===== src/rtl/fetch_redirect_ctrl.sv =====
// Fetch-stage redirect controller: owns the PC, arbitrates branch/jump/exception/halt
// redirects against stalls, defers redirects that arrive under MemWait and replays them.
module fetch_redirect_ctrl #(
    parameter int                   DataWidth   = 16,
    parameter logic [DataWidth-1:0] ResetVector = '0
) (
    input  logic                 Clock,
    input  logic                 Reset_n,
    input  logic [DataWidth-1:0] NextPC,
    input  logic                 BranchResolved,
    input  logic                 BranchTaken,
    input  logic [DataWidth-1:0] BranchTarget,
    input  logic                 JumpValid,
    input  logic [DataWidth-1:0] JumpTarget,
    input  logic                 OverwriteReq,
    input  logic [DataWidth-1:0] OverwriteVector,
    input  logic                 HaltInstr,
    input  logic                 ResumeReq,
    input  logic                 LoadUseHazard,
    input  logic                 MemWait,
    output logic [DataWidth-1:0] PC,
    output logic                 TakeBranch,
    output logic                 TakeJump,
    output logic                 PCOverwrite,
    output logic                 Halt,
    output logic                 Stall,
    output logic [DataWidth-1:0] OverwriteAddress,
    output logic                 FlushIF,
    output logic                 FlushID,
    output logic                 FlushEX,
    output logic [DataWidth-1:0] StallCount
);

    typedef enum logic [1:0] {RUN, PEND, HALTED} state_t;

    state_t               state, nextState;
    logic [DataWidth-1:0] pendTarget, pendNext;

    always_ff @(posedge Clock) begin
        if (!Reset_n) begin
            PC         <= ResetVector;
            state      <= RUN;
            pendTarget <= '0;
            StallCount <= '0;
        end else begin
            PC         <= NextPC;
            state      <= nextState;
            pendTarget <= pendNext;
            if (Stall && StallCount != '1)
                StallCount <= StallCount + DataWidth'(1);
        end
    end

    always_comb begin
        TakeBranch       = 1'b0;
        TakeJump         = 1'b0;
        PCOverwrite      = 1'b0;
        Halt             = 1'b0;
        Stall            = 1'b0;
        FlushIF          = 1'b0;
        FlushID          = 1'b0;
        FlushEX          = 1'b0;
        OverwriteAddress = OverwriteVector;
        nextState        = state;
        pendNext         = pendTarget;

        unique case (state)
            PEND: begin
                if (MemWait) begin
                    Stall = 1'b1;
                    if (OverwriteReq) begin
                        pendNext = OverwriteVector;
                        FlushIF  = 1'b1;
                        FlushID  = 1'b1;
                        FlushEX  = 1'b1;
                    end
                end else begin
                    PCOverwrite      = 1'b1;
                    OverwriteAddress = pendTarget;
                    nextState        = RUN;
                end
            end
            default: begin
                // Redirects (flushes always issued) are diverted into PEND while memory waits
                if (OverwriteReq) begin
                    FlushIF   = 1'b1;
                    FlushID   = 1'b1;
                    FlushEX   = 1'b1;
                    nextState = RUN;
                    if (MemWait) begin
                        Stall     = 1'b1;
                        pendNext  = OverwriteVector;
                        nextState = PEND;
                    end else begin
                        PCOverwrite = 1'b1;
                    end
                end else if (state == HALTED) begin
                    if (ResumeReq) nextState = RUN;
                    else           Halt      = 1'b1;
                end else if (BranchResolved && BranchTaken) begin
                    FlushIF = 1'b1;
                    FlushID = 1'b1;
                    if (MemWait) begin
                        Stall     = 1'b1;
                        pendNext  = BranchTarget;
                        nextState = PEND;
                    end else begin
                        TakeBranch = 1'b1;
                    end
                end else if (JumpValid) begin
                    FlushIF = 1'b1;
                    if (MemWait) begin
                        Stall     = 1'b1;
                        pendNext  = JumpTarget;
                        nextState = PEND;
                    end else begin
                        TakeJump = 1'b1;
                    end
                end else if (HaltInstr) begin
                    Halt      = 1'b1;
                    FlushIF   = 1'b1;
                    nextState = HALTED;
                end else if (LoadUseHazard || MemWait) begin
                    Stall = 1'b1;
                end
            end
        endcase

        if (!Reset_n) begin
            TakeBranch  = 1'b0;
            TakeJump    = 1'b0;
            PCOverwrite = 1'b0;
            Halt        = 1'b0;
            Stall       = 1'b0;
            FlushIF     = 1'b0;
            FlushID     = 1'b0;
            FlushEX     = 1'b0;
            OverwriteAddress = OverwriteVector;
        end
    end

endmodule


===== config.mk =====
export PLATFORM = sky130hd
export DESIGN_NAME = fetch_redirect_ctrl
export DESIGN_NICKNAME = d
export VERILOG_FILES = /design/src/rtl/fetch_redirect_ctrl.sv
export SDC_FILE = /design/constraint.sdc
export NUM_CORES = 1
export LEC_CHECK = 0
export BUFFER_PORTS_ARGS = -buffer_cell sky130_fd_sc_hd__buf_4
export CAP_MARGIN = 20
export CORE_AREA = 10 10 81 101
export CTS_BUF_LIST = sky130_fd_sc_hd__clkbuf_16
export CTS_CLUSTER_DIAMETER = 200
export DETAILED_ROUTE_END_ITERATION = 10
export DIE_AREA = 0 0 91 111
export PLACE_DENSITY = 0.83
export SYNTH_ARGS = -nofsm -noshare
export SYNTH_HDL_FRONTEND = slang
export SYNTH_SLANG_ARGS = --single-unit

===== constraint.sdc =====
create_clock -name Clock -period 1.9 [get_ports Clock]
set_input_delay 0 -clock Clock [delete_from_list [all_inputs] [get_ports Clock]]
set_output_delay 0 -clock Clock [all_outputs]
set_load 0.03 [all_outputs]

Word level (Yosys, flattened, before mapping)
Index checks and enable logic that the tools add are counted.
W data, S select, Z words.
{ "totals": {"regBits": 50, "latch_bits": 0, "ram_bits": 0, "rom_bits": 0, "out_inout_bits": 56, "memories": 0} }
{ "classes": {"add_sub_neg": 1, "multipliers": 0, "div": 0, "n_lt_le_gt_ge": 0, "n_eq_ne": 8, "n_shift": 0, "muxes": 69, "bitwise": 0, "reduce_logical": 8} }
{ "op_table": {"columns": ["cell", "n"], "rows": [
  ["$mux W16", 12],
  ["$mux W1", 48],
  ["$mux W2", 9],
  ["$add A16 B1 Y16 const B", 1],
  ["$ne A16 B16 Y1 const B", 1],
  ["$ne A2 B2 Y1 const B", 4],
  ["$reduce_bool A6 Y1", 1],
  ["$reduce_and A5 Y1", 1],
  ["$ne A4 B3 Y1 const B", 1],
  ["$reduce_and A3 Y1", 1],
  ["$reduce_bool A3 Y1", 1],
  ["$eq A2 B1 Y1 const B", 1],
  ["$eq A2 B2 Y1 const B", 1],
  ["$logic_and A1 B1 Y1", 2],
  ["$reduce_bool A2 Y1", 1],
  ["$logic_or A1 B1 Y1", 1]
]} }

Logic depth before layout (Yosys ltp)
Gate-level depths: netlist of run 1.
{ "depth": {"word_depth": 10, "depth_mapped": 8} }

Least setup slack after synthesis of run 1
No wires, ideal clock.
{ "synth_timing": {"kind": "register to output", "from": "register state[1]", "to": "output port Halt", "arrival_time_ns": 2.479, "required_ns": 1.900, "slack_ns": -0.579, "path_stages_with_launch": 7, "path_buffers": 3, "path_cell_list": "dfxtp_1 -> buf_6 -> nand2b_1 -> buf_6 -> nand2_2 -> clkbuf_1 -> a2111oi_0"} }
{ "synth_between": {"elab_chain_cells": 5, "elab_cells_between_ends": 6, "cone_classes": "2 x eq/ne; 4 x mux"} }
{ "synth_lines": {"columns": ["item", "line_no", "source"], "rows": [
  ["start: declaration", "36", "state_t state, nextState;"],
  ["start signal: assignment", "47", "state <= nextState;"],
  ["$eq A2 B2 Y1", "97", "end else if (state == HALTED) begin"],
  ["$mux W1", "97", null],
  ["$mux W1", "85", "if (OverwriteReq) begin"],
  ["$mux W1 *", "67", "unique case (state)"],
  ["$mux W1 *", "129", "if (!Reset_n) begin"],
  ["end: declaration", "25", "output logic Halt,"]
]} }
Mark *: on every way between the ends. The rest lies on a longest branch, timed or not.

Final worst setup path of run 1
{ "layout_timing": {"from": "register state[1]", "to": "output port OverwriteAddress[6]"} }
{ "layout_between": {"elab_chain_cells": 3} }
{ "layout_lines": {"columns": ["item", "line_no", "source"], "rows": [
  ["$eq A2 B1 Y1", "67", null],
  ["$mux W16", "67", null],
  ["$mux W16", "129", null],
  ["end: declaration", "27", "output logic [DataWidth-1:0] OverwriteAddress,"]
]} }
Every way passes these cells.

==> results by group, run 1 <==
Status
  • Status: finished clean

Setup path
  • Max Fanout on Critical Path: 10
  • Required @ worst endpoint: 1.90 ns
  • Setup crit start: state[1]
  • CP Data Arrival Time: 1.84 ns
  • Worst R2R Start: StallCount[12]
  • CP startpoint kind: flip-flop
  • R2r setup slk: 0.17 ns
  • Crit path kind: flip-flop to primary output
  • CP Capture Type: primary output

Synthesis
  • Yosys warning count: 0
  • Post-synthesis cell area: 0.00291 mm^2
  • Post-synth top flop: dfxtp_1
  • Post-Syn Nets: 421
  • Syn avg cell area: 8.40 um^2
  • Synthesized flop and latch total: 50
  • Seq/Total Area, Yosys: 34.4%
  • Synth top area share: 34.4%
  • Distinct cells, synth: 45
  • Syn Inst Count: 346
  • Post-synth top cells: dfxtp_1, a21oi_1, nand2_1, o21ai_0
  • Synth area leader: dfxtp_1
  • Count leader, synth: dfxtp_1
  • Asr flop ratio synth: 0%
  • Post-synth EDFFs: 0
  • Synth area leaders: dfxtp_1, mux2i_1, mux2_2

CTS
  • Clk root buf: clkbuf_16
  • Clock sinks: 50
  • Worst-Skew Late Latency: 0.29 ns
  • CTS Buf Count: 5
  • CTS H-tree depth: 2
  • CTS tree: done
  • Post-CTS setup buffers: 0
  • Clock transition at path regs: 0.06 ns
  • Max clock buf depth: 2

Drt
  • Post-route ant nets: 0
  • Routed WL: 9.85 mm
  • Wl on met1: 3.77 mm
  • First-pass DRT Iterations: 4
  • Drt wl/cell: 17.2 um
  • Met3 wire length: 926 um
  • Met2 wire len: 5.07 mm
  • Via-per-instance ratio: 5.55
  • Residual DRC count: 0
  • Via Count: 3187
  • First DRT Iteration DRCs: 127
  • Uppermost routed layer: met4

GRT
  • Initial antenna violation count: 1
  • Vias in the first global route: 3113
  • First-pass GRT wire length: 15.6 mm
  • Total grt overflow: 0
  • Largest net degree at the start of global routing: 33
  • Total track usage: 18.3%

STA
  • Setup violators final: 0
  • Clk_skew: 0.00521 ns
  • Final min period: 1.84 ns
  • Sum of negative setup slack: 0 ns
  • Final worst slack: 0.0607 ns
  • Rel. slew slack: 62.1%
  • RSZ-0062 raised after global routing: no
  • Slew Limit Fails: 0
  • Fmax: 544 MHz
  • Worst-Margin Slew: 0.567 ns
  • Final hold violations: 0
  • Final Cycle Share: 96.8%

Final layout
  • Final-layout fill cell count: 540
  • P&R area growth vs syn: 49.1%
  • Layout cells sized above 1: 37.2%
  • Layout Nets: 560

Power and ir drop
  • Leakage power: 1.90 nW
  • Psw: 0.911 mW
  • Sw Share: 31.3%
  • Cell-internal power: 2.00 mW
  • Pwr per Cell Area: 672 mW/mm^2
  • Peak supply drop: 0.000401 V
  • Sequential power share: 40.3%
  • Clk pwr share: 30.7%
  • Comb pwr share: 29.0%

Floorplan
  • Die area: 0.0101 mm^2
  • Starting Density: 45.7%
  • Core area: 0.00636 mm^2
  • Placement row count: 33
  • IO Count: 130
  • Die Span Y: 111 um
  • Die X: 91 um

Place
  • Placer Congestion: 0.813
  • Post-place setup slack: 0.0924 ns
  • DPL Wire Length: 7.15 mm
  • Buffers added on ports: 129

Min path
  • Min-Delay Path Class: primary input to flip-flop
  • Critical hold path startpoint: Reset_n

Run
  • Max Cap Viol: 0
## worst max-delay path: stages, from the launching register on
cell and delay [ns]:
dfxtp_4 0.37, nand2b_4 0.16, buf_4 0.17, nor2_4 0.17
buf_12 0.16, mux2_2 0.35, buf_4 0.17
## stage by stage
stage	utilization, %	hold WS [ns]	power, mW	std cells	cell area, um^2
final	68.2	0.0572	2.91	574	4330
after global routing	68.2	0.0634	3.06	574	4330
after CTS	68.0	0.0547	2.92	573	4330
after detailed placement	62.5	0.211	2.00	548	3980
after global placement	62.5	0.207	1.97	548	3980
after floorplan	-	0.119	1.68	346	2910
## per-layer routing
layer	GRT usage, %	vias up
met2	33.6	150
met3	6.37	7
met1	19.5	1462
li1	-	1568
met4	3.35	0
met5	0	-
## final timing paths
check                                      endpoint  cells after the start
worst max-delay path            OverwriteAddress[6]                      6
worst min-delay path                  StallCount[8]                      3
worst max register to register        StallCount[1]                      5
worst min register to register        StallCount[1]                      2
## power by group through the flow
stage	clock network (mW)	registers [mW]	logic (mW)
detailed placement	0	1.19	0.802
CTS	0.909	1.17	0.842
global route	0.963	1.18	0.914
finish	0.894	1.17	0.844
floorplan	0	1.23	0.446
global placement	0	1.19	0.785
## layout by cell type (no fill, tap or decap), drive strengths merged, types with 17 or more instances in the layout
cell and count:
buf 140, nand2 31, o21ai 24, nor2 23
mux2i 21, and2 18, a21oi 33, dfxtp 50
a211oi 17
## state kept, by name, indices dropped and copies added (netlist names)
signal	flops
PC	16
StallCount	16
state	2
pendTarget	16
## cells by family (layout without fill, tap and decap cells)
family / after synthesis / after routing / share of synthesized area, %
adders and majority gates: 1 / 1 / 0.430
other: 0 / 1 / 0
AOI/OAI and AO/OA: 110 / 110 / 25.8
and+or+nand+nor: 119 / 119 / 21.1
buffers and inverters: 29 / 169 / 4.78
muxes: 37 / 37 / 13.4
DFF: 50 / 50 / 34.4
## layout make-up
class / instances / area (um^2) / share of cell area [%]
Multi-Input combinational cell: 267 / 1800 / 41.4
Clock inverter: 3 / 21.3 / 0.491
Sequential cell: 50 / 1010 / 23.2
Antenna cell: 1 / 2.50 / 0.0577
Inverter: 5 / 18.8 / 0.433
Clock buffer: 5 / 125 / 2.89
Tap cell: 87 / 109 / 2.51
Timing Repair Buffer: 156 / 1260 / 29.0
## what timing repair did
item,in CTS,in global routing
setup endpoints to repair,16,7
pin swaps,0,1
cloned,1,0
hold buffers,16,0
resized for setup,7,1
hold endpoints to repair,16,0
No activity file was read; power rests on OpenSTA's default activity.
==> run 2: changes to the inputs <==
- CTS_BUF_LIST: sky130_fd_sc_hd__clkbuf_16 -> default
- TNS_END_PERCENT: default -> 20
==> run 2 against run 1 <==
  * Fmax fell by 0.56%
  * Cell area fell by 0.89%
  * Setup slack got worse by 0.010 ns
  * Non-clock buffer count rose by 2
  * Clock skew rose by 0.0052 ns
  * Clock power fell by 29%
  * Largest power group unchanged
  * Highest routed layer unchanged
==> results by group, run 2 (synthesis gave the netlist of run 1 again) <==
GRT
  • First-pass GRT wire length: 15.4 mm (-0.75%)
  • Vias in the first global route: 3093 (-0.64%)
  • Total grt overflow: 0 (unchanged)
  • Largest net degree at the start of global routing: 33 (unchanged)
  • Total track usage: 18.1% (-0.14 points)
  • Initial antenna violation count: 1 (unchanged)

Setup path
  • FF-to-FF path depth: 5 (unchanged)
  • Critical R2R Capture: pendTarget[6]
  • CP Capture Type: primary output
  • CP startpoint kind: flip-flop
  • R2r setup slk: 0.12 ns (-0.05 ns)
  • Worst R2R Start: state[0]
  • Max Fanout on Critical Path: 8 (-2)
  • CP Data Arrival Time: 1.85 ns (about the same)
  • Crit path kind: flip-flop to primary output
  • Setup crit start: state[1]
  • Required @ worst endpoint: 1.90 ns (about the same)

STA
  • Clk_skew: 0.0104 ns (+0.00519 ns)
  • Final min period: 1.85 ns (+0.0104 ns)
  • Hold Worst Slack: 0.0397 ns (-0.0176 ns)
  • Rel. slew slack: 51.3% (-11 points)
  • Setup violators final: 0 (unchanged)
  • Sum of negative setup slack: 0 ns (unchanged)
  • Final hold violations: 0 (unchanged)
  • Final Cycle Share: 97.4% (+0.55 points)
  • Worst-Margin Slew: 0.729 ns (+0.162 ns)
  • Final worst slack: 0.0503 ns (-0.0104 ns)
  • Slew Limit Fails: 0 (unchanged)
  • Fmax: 541 MHz (-0.56%)

Run
  • Max Cap Viol: 0 (unchanged)

CTS
  • CTS tree: done
  • Clock transition at path regs: 0.09 ns (+0.03 ns)
  • CTS Buf Count: 5 (unchanged)
  • Max clock buf depth: 2 (unchanged)
  • Worst-Skew Late Latency: 0.31 ns (+0.02 ns)
  • Clk root buf: clkbuf_8
  • CTS H-tree depth: 2 (unchanged)
  • Clock sinks: 50 (unchanged)

Drt
  • First DRT Iteration DRCs: 167 (+31%)
  • First-pass DRT Iterations: 5 (+1)
  • Residual DRC count: 0 (unchanged)
  • Via Count: 3142 (-1.4%)
  • Drt wl/cell: 17.0 um (-0.62%)
  • Via-per-instance ratio: 5.45 (-1.8%)
  • Post-route ant nets: 0 (unchanged)
  • Routed WL: 9.82 mm (-0.27%)

Place
  • Post-place setup slack: 0.0924 ns (unchanged)
  • Placed Instances: 548 (unchanged)
  • Placer Congestion: 0.813 (unchanged)
  • Buffers added on ports: 129 (unchanged)
  • DPL Wire Length: 7.15 mm (unchanged)

Floorplan
  • Die area: 0.0101 mm^2 (unchanged)
  • Placement row count: 33 (unchanged)
  • Starting Density: 45.7% (unchanged)
  • IO Count: 130 (unchanged)
  • Core area: 0.00636 mm^2 (unchanged)
  • Die Span Y: 111 um (unchanged)
  • Die X: 91 um (unchanged)

Final layout
  • Layout cells sized above 1: 37.3% (+0.052 points)
  • Layout Nets: 562 (+0.36%)
  • Most common cell after layout, fill and taps aside: buf_4
  • Most frequent cells in the layout: buf_4, dfxtp_1, a21oi_1
  • Regs by FF count: PC (16), StallCount (16), pendTarget (16)
  • Cell Count, Final, Fillers Out: 576 (+0.35%)
  • P&R area growth vs syn: 47.7%

Status
  • Status: finished clean

Power and ir drop
  • Peak supply drop: 0.000385 V (-4.1%)
  • Leakage power: 1.90 nW (about the same)
  • Pwr per Cell Area: 618 mW/mm^2 (-8.0%)

Min path
  • Min-Delay Path Class: primary input to flip-flop
  • Critical hold path startpoint: Reset_n
  • Worst Hold Path Cells: 3 (unchanged)
  • Worst Hold Path EP: StallCount[8]
run 2: final cells by class:
cell class | count | area, um^2
Fill cell | 555 | 2060
Multi-Input combinational cell | 267 | 1790
Timing Repair Buffer | 158 | 1280
Sequential cell | 50 | 1010
Tap cell | 87 | 109
Clock buffer | 5 | 68.8
Clock inverter | 3 | 21.3
Inverter | 5 | 18.8
Antenna cell | 1 | 2.50
run 2: timing repair:
| action | in CTS | in global routing |
|---|---|---|
| endpoints found under the setup margin | 16 | 16 |
| endpoints found under the hold margin | 16 | 0 |
| hold buffers | 16 | 0 |
| gates cloned | 1 | 0 |
| setup buffers | 0 | 2 |
| resized for setup | 7 | 1 |
| pin swaps | 0 | 1 |
run 2: worst max path at each step:
stage                                     end  slack (ns)  cells after the start
after floorplan                       FlushIF        0.10                      6
after global placement          StallCount[5]        0.18                      5
after detailed placement        pendTarget[6]        0.09                      5
after CTS                 OverwriteAddress[6]        0.01                      6
after global routing      OverwriteAddress[6]      -0.002                      6
final                     OverwriteAddress[6]        0.05                      6
run 2: routing by layer:
metal / vias to the layer above / global-route usage (%) / wire (um)
met5: - / 0 / 0
met4: 0 / 3.77 / 98
met3: 11 / 5.89 / 854
met2: 124 / 33.4 / 5060
met1: 1437 / 19.4 / 3810
li1: 1570 / - / -
run 2: power breakdown:
group / switching, mW / total, mW / internal, mW
sequential: 0.0503 / 1.17 / 1.12
clock: 0.378 / 0.637 / 0.259
combinational: 0.453 / 0.846 / 0.393
run 2: through the flow:
stage / util (%) / instance area, um^2 / total power, mW
2_1_floorplan: - / 2910 / 1.68
3_3_place_gp: 62.5 / 3980 / 1.97
3_5_place_dp: 62.5 / 3980 / 2.00
4_1_cts: 67.2 / 4270 / 2.67
5_1_grt: 67.6 / 4300 / 2.80
6_report: 67.6 / 4300 / 2.65
run 2: worst max-delay path: stages (launching register included):
cell	delay [ns]
dfxtp_4	0.37
nand2b_4	0.16
buf_4	0.16
nor2_4	0.17
buf_12	0.16
mux2_2	0.35
buf_4	0.17
==> run 3: changes to the inputs <==
- ABC_AREA: default -> 1
- CORE_AREA: 10 10 81 101 -> 10 10 83 103
- DIE_AREA: 0 0 91 111 -> 0 0 93 113
==> run 3 against run 2 <==
  * Sequential cell count stayed put
  * Clock power is 21% higher
  * Wire length is 7.3% higher
  * Sequential power hardly changed
  * Setup slack better by 0.12 ns
  * Global-route usage is 0.88 points higher
  * Worst hold slack better by 0.0051 ns
  * Non-clock buffer count is 1 higher
  * Combinational power is 25% higher
  * Synthesized cell count is 44% higher
  * First-iteration DRC count is 6.6% lower
  * Critical path type unchanged
  * Critical endpoint is now FlushIF
==> results by group, run 3 <==
Drt
  • Via Count: 3785 (+20%)
  • Via-per-instance ratio: 5.18 (-4.9%)
  • Residual DRC count: 0 (unchanged)
  • Post-route ant nets: 0 (unchanged)
  • Routed WL: 10.5 mm (+7.3%)
  • First DRT Iteration DRCs: 156 (-6.6%)
  • Drt wl/cell: 14.4 um (-15%)
  • First-pass DRT Iterations: 4 (-1)

STA
  • Sum of negative setup slack: 0 ns (unchanged)
  • Rel. slew slack: 70.9% (+20 points)
  • Final Cycle Share: 91.2% (-6.2 points)
  • Final worst slack: 0.168 ns (+0.117 ns)
  • Slew Limit Fails: 0 (unchanged)
  • Worst-Margin Slew: 0.436 ns (-0.293 ns)
  • Fmax: 577 MHz (+6.8%)
  • RSZ-0062 raised after global routing: no
  • Setup violators final: 0 (unchanged)
  • Final min period: 1.73 ns (-0.117 ns)
  • Clk_skew: 0.0106 ns (+0.000224 ns)
  • Final hold violations: 0 (unchanged)
  • Hold Worst Slack: 0.0447 ns (+0.00508 ns)

GRT
  • Total grt overflow: 0 (unchanged)
  • Initial antenna violation count: 0 (-1)
  • Total track usage: 19.0% (+0.88 points)
  • Largest net degree at the start of global routing: 34 (+3.0%)
  • Vias in the first global route: 3654 (+18%)
  • First-pass GRT wire length: 16.9 mm (+9.1%)

Power and ir drop
  • Peak supply drop: 0.000467 V (+21%)
  • Psw: 1.02 mW (+16%)
  • Cell-internal power: 1.99 mW (+12%)
  • Power, Total: 3.01 mW (+13%)
  • Sequential power share: 39.3% (-4.8 points)
  • Comb pwr share: 35.1% (+3.2 points)
  • Clk pwr share: 25.6% (+1.6 points)
  • Sw Share: 34.0% (+0.82 points)
  • Leakage power: 2.19 nW (+15%)
  • Pwr per Cell Area: 674 mW/mm^2 (+9.2%)

Synthesis
  • Distinct cells, synth: 32 (-29%)
  • Seq/Total Area, Yosys: 32.4% (-2.0 points)
  • Yosys warning count: 0 (unchanged)
  • Count leader, synth: nand2_1
  • Synth area leader: dfxtp_1
  • Post-synthesis cell area: 0.00309 mm^2 (+6.3%)
  • Post-synth EDFFs: 0 (unchanged)
  • Syn avg cell area: 6.22 um^2 (-26%)
  • Synth top area share: 32.4% (-2.0 points)
  • Post-synth top cells: nand2_1, o21ai_0, nor2_1, inv_1, dfxtp_1
  • Syn Inst Count: 497 (+44%)
  • Post-Syn Nets: 572 (+36%)
  • Synth area leaders: dfxtp_1, nand2_1, o21ai_0
  • Asr flop ratio synth: 0% (unchanged)
  • Post-synth top flop: dfxtp_1
  • Synthesized flop and latch total: 50 (unchanged)

Floorplan
  • Die Span Y: 113 um (+1.8%)
  • Core area: 0.00652 mm^2 (+2.6%)
  • Placement row count: 33 (unchanged)
  • Die X: 93 um (+2.2%)
  • Starting Density: 47.4% (+1.7 points)
  • IO Count: 130 (unchanged)
  • Die area: 0.0105 mm^2 (+4.0%)

Final layout
  • Regs by FF count: PC (16), StallCount (16), pendTarget (16)
  • Final Cell Area: 0.00446 mm^2 (+3.9%)
  • Antenna diodes: 0 (-1)
  • Most frequent cells in the layout: buf_4, nand2_1, o21ai_0
  • Final-layout fill cell count: 582 (+4.9%)
  • Most common cell after layout, fill and taps aside: buf_4
  • Cell Count, Final, Fillers Out: 730 (+27%)
  • P&R area growth vs syn: 44.4%
  • Final Util: 68.4% (+0.88 points)
  • Layout Nets: 717 (+28%)
  • Layout cells sized above 1: 27.2% (-10 points)

Setup path
  • Crit path kind: flip-flop to primary output
  • Required @ worst endpoint: 1.90 ns (about the same)
  • CP Data Arrival Time: 1.73 ns (-0.12 ns)
  • CP startpoint kind: flip-flop
  • Worst path top cell family by delay: buffers and inverters
  • CP Capture Type: primary output
  • Max Fanout on Critical Path: 7 (-1)
  • Slowest CP cell: dfxtp_2
  • Max incr delay on CP: 0.39 ns (+0.02 ns)
  • Critical path buffer and inverter count: 3 (unchanged)
  • Worst path most repeated cell: buf_4
  • Crit path cell chain: inv_2 -> nand2_2 -> nand2_1 -> buf_4 -> a21oi_1 -> o21bai_1 -> buf_4

Place
  • Post-place setup slack: 0.175 ns (+0.0821 ns)
  • Placer Congestion: 0.900 (+11%)
  • Buffers added on ports: 129 (unchanged)
  • DPL Wire Length: 8.06 mm (+13%)
  • Dpl cell area: 0.00417 mm^2 (+4.9%)
  • Placed Instances: 705 (+29%)

Run
  • Max Cap Viol: 0 (unchanged)

CTS
  • Clock sinks: 50 (unchanged)
  • CTS tree: done
  • Clk root buf: clkbuf_8
  • CTS H-tree depth: 2 (unchanged)
  • Max clock buf depth: 2 (unchanged)
  • Clock transition at path regs: 0.09 ns (about the same)
  • Worst-Skew Late Latency: 0.30 ns (about the same)
  • CTS Buf Count: 5 (unchanged)

Status
  • Status: finished clean

Min path
  • Min-Delay Path Class: primary input to flip-flop
-- run 3: changes by cell type after synthesis, sizes merged, moves of 7 or more --
cell | before | now
nand2 | 31 | 136
inv | 5 | 57
o21ai | 24 | 66
nor2 | 23 | 61
mux2i | 21 | 0
and2 | 18 | 0
a211oi | 17 | 0
nand4 | 2 | 19
a22o | 16 | 0
mux2 | 16 | 0
o21a | 0 | 7
-- run 3: path summary, 6_finish.rpt --
check                                         from             end  slack, ns  cells past startpoint
worst min-delay path            OverwriteVector[2]   pendTarget[2]       0.04                      5
worst max-delay path                      state[1]         FlushIF       0.17                      7
worst max register to register       StallCount[0]  StallCount[15]       0.18                      9
worst min register to register      StallCount[15]  StallCount[15]       0.52                      2
-- run 3: cell type report --
| type | instances | area [um^2] | area share (%) |
|---|---|---|---|
| inverters | 59 | 221 | 4.96 |
| repair buffers | 159 | 1230 | 27.6 |
| clock buffers | 6 | 82.6 | 1.85 |
| clock inverters | 2 | 38.8 | 0.869 |
| well taps | 87 | 109 | 2.44 |
| multi-input cells | 367 | 1780 | 39.8 |
| flip-flops and latches | 50 | 1000 | 22.4 |
-- run 3: power groups by stage --
stage	registers [mW]	logic, mW	clock network (mW)
2_1_floorplan	1.24	0.593	0
3_3_place_gp	1.20	0.996	0
3_5_place_dp	1.20	1.02	0
4_1_cts	1.18	1.05	0.793
5_1_grt	1.19	1.16	0.828
6_report	1.18	1.06	0.770
-- run 3: cells by family after synthesis --
logic type      Yosys count  share of synthesized area, %
compound gates          119                          20.9
xor+xnor                  7                          1.98
fa+ha+maj                 1                         0.405
buf+inv                  81                          10.6
flops                    50                          32.4
simple gates            239                          33.8
-- run 3: repair_timing --
item                                   4_1_cts  5_1_grt
endpoints found under the hold margin       16        0
setup endpoints to repair                    0       14
gates resized for setup                      0        1
hold buffers                                16        0
buffers inserted                             0        0
-- run 3: worst min-delay path, delay by kind of cell --
kind	cells	cell delay (ns)
compound gates	1	0.06
buf+inv	1	0.09
simple gates	3	0.15
-- run 3: per-layer routing --
layer,track usage [%],wire length (um),vias up
met3,5.49,762,12
met4,5.57,146,0
met5,0,0,-
met2,35.8,5670,120
li1,-,-,1908
met1,19.6,3950,1745
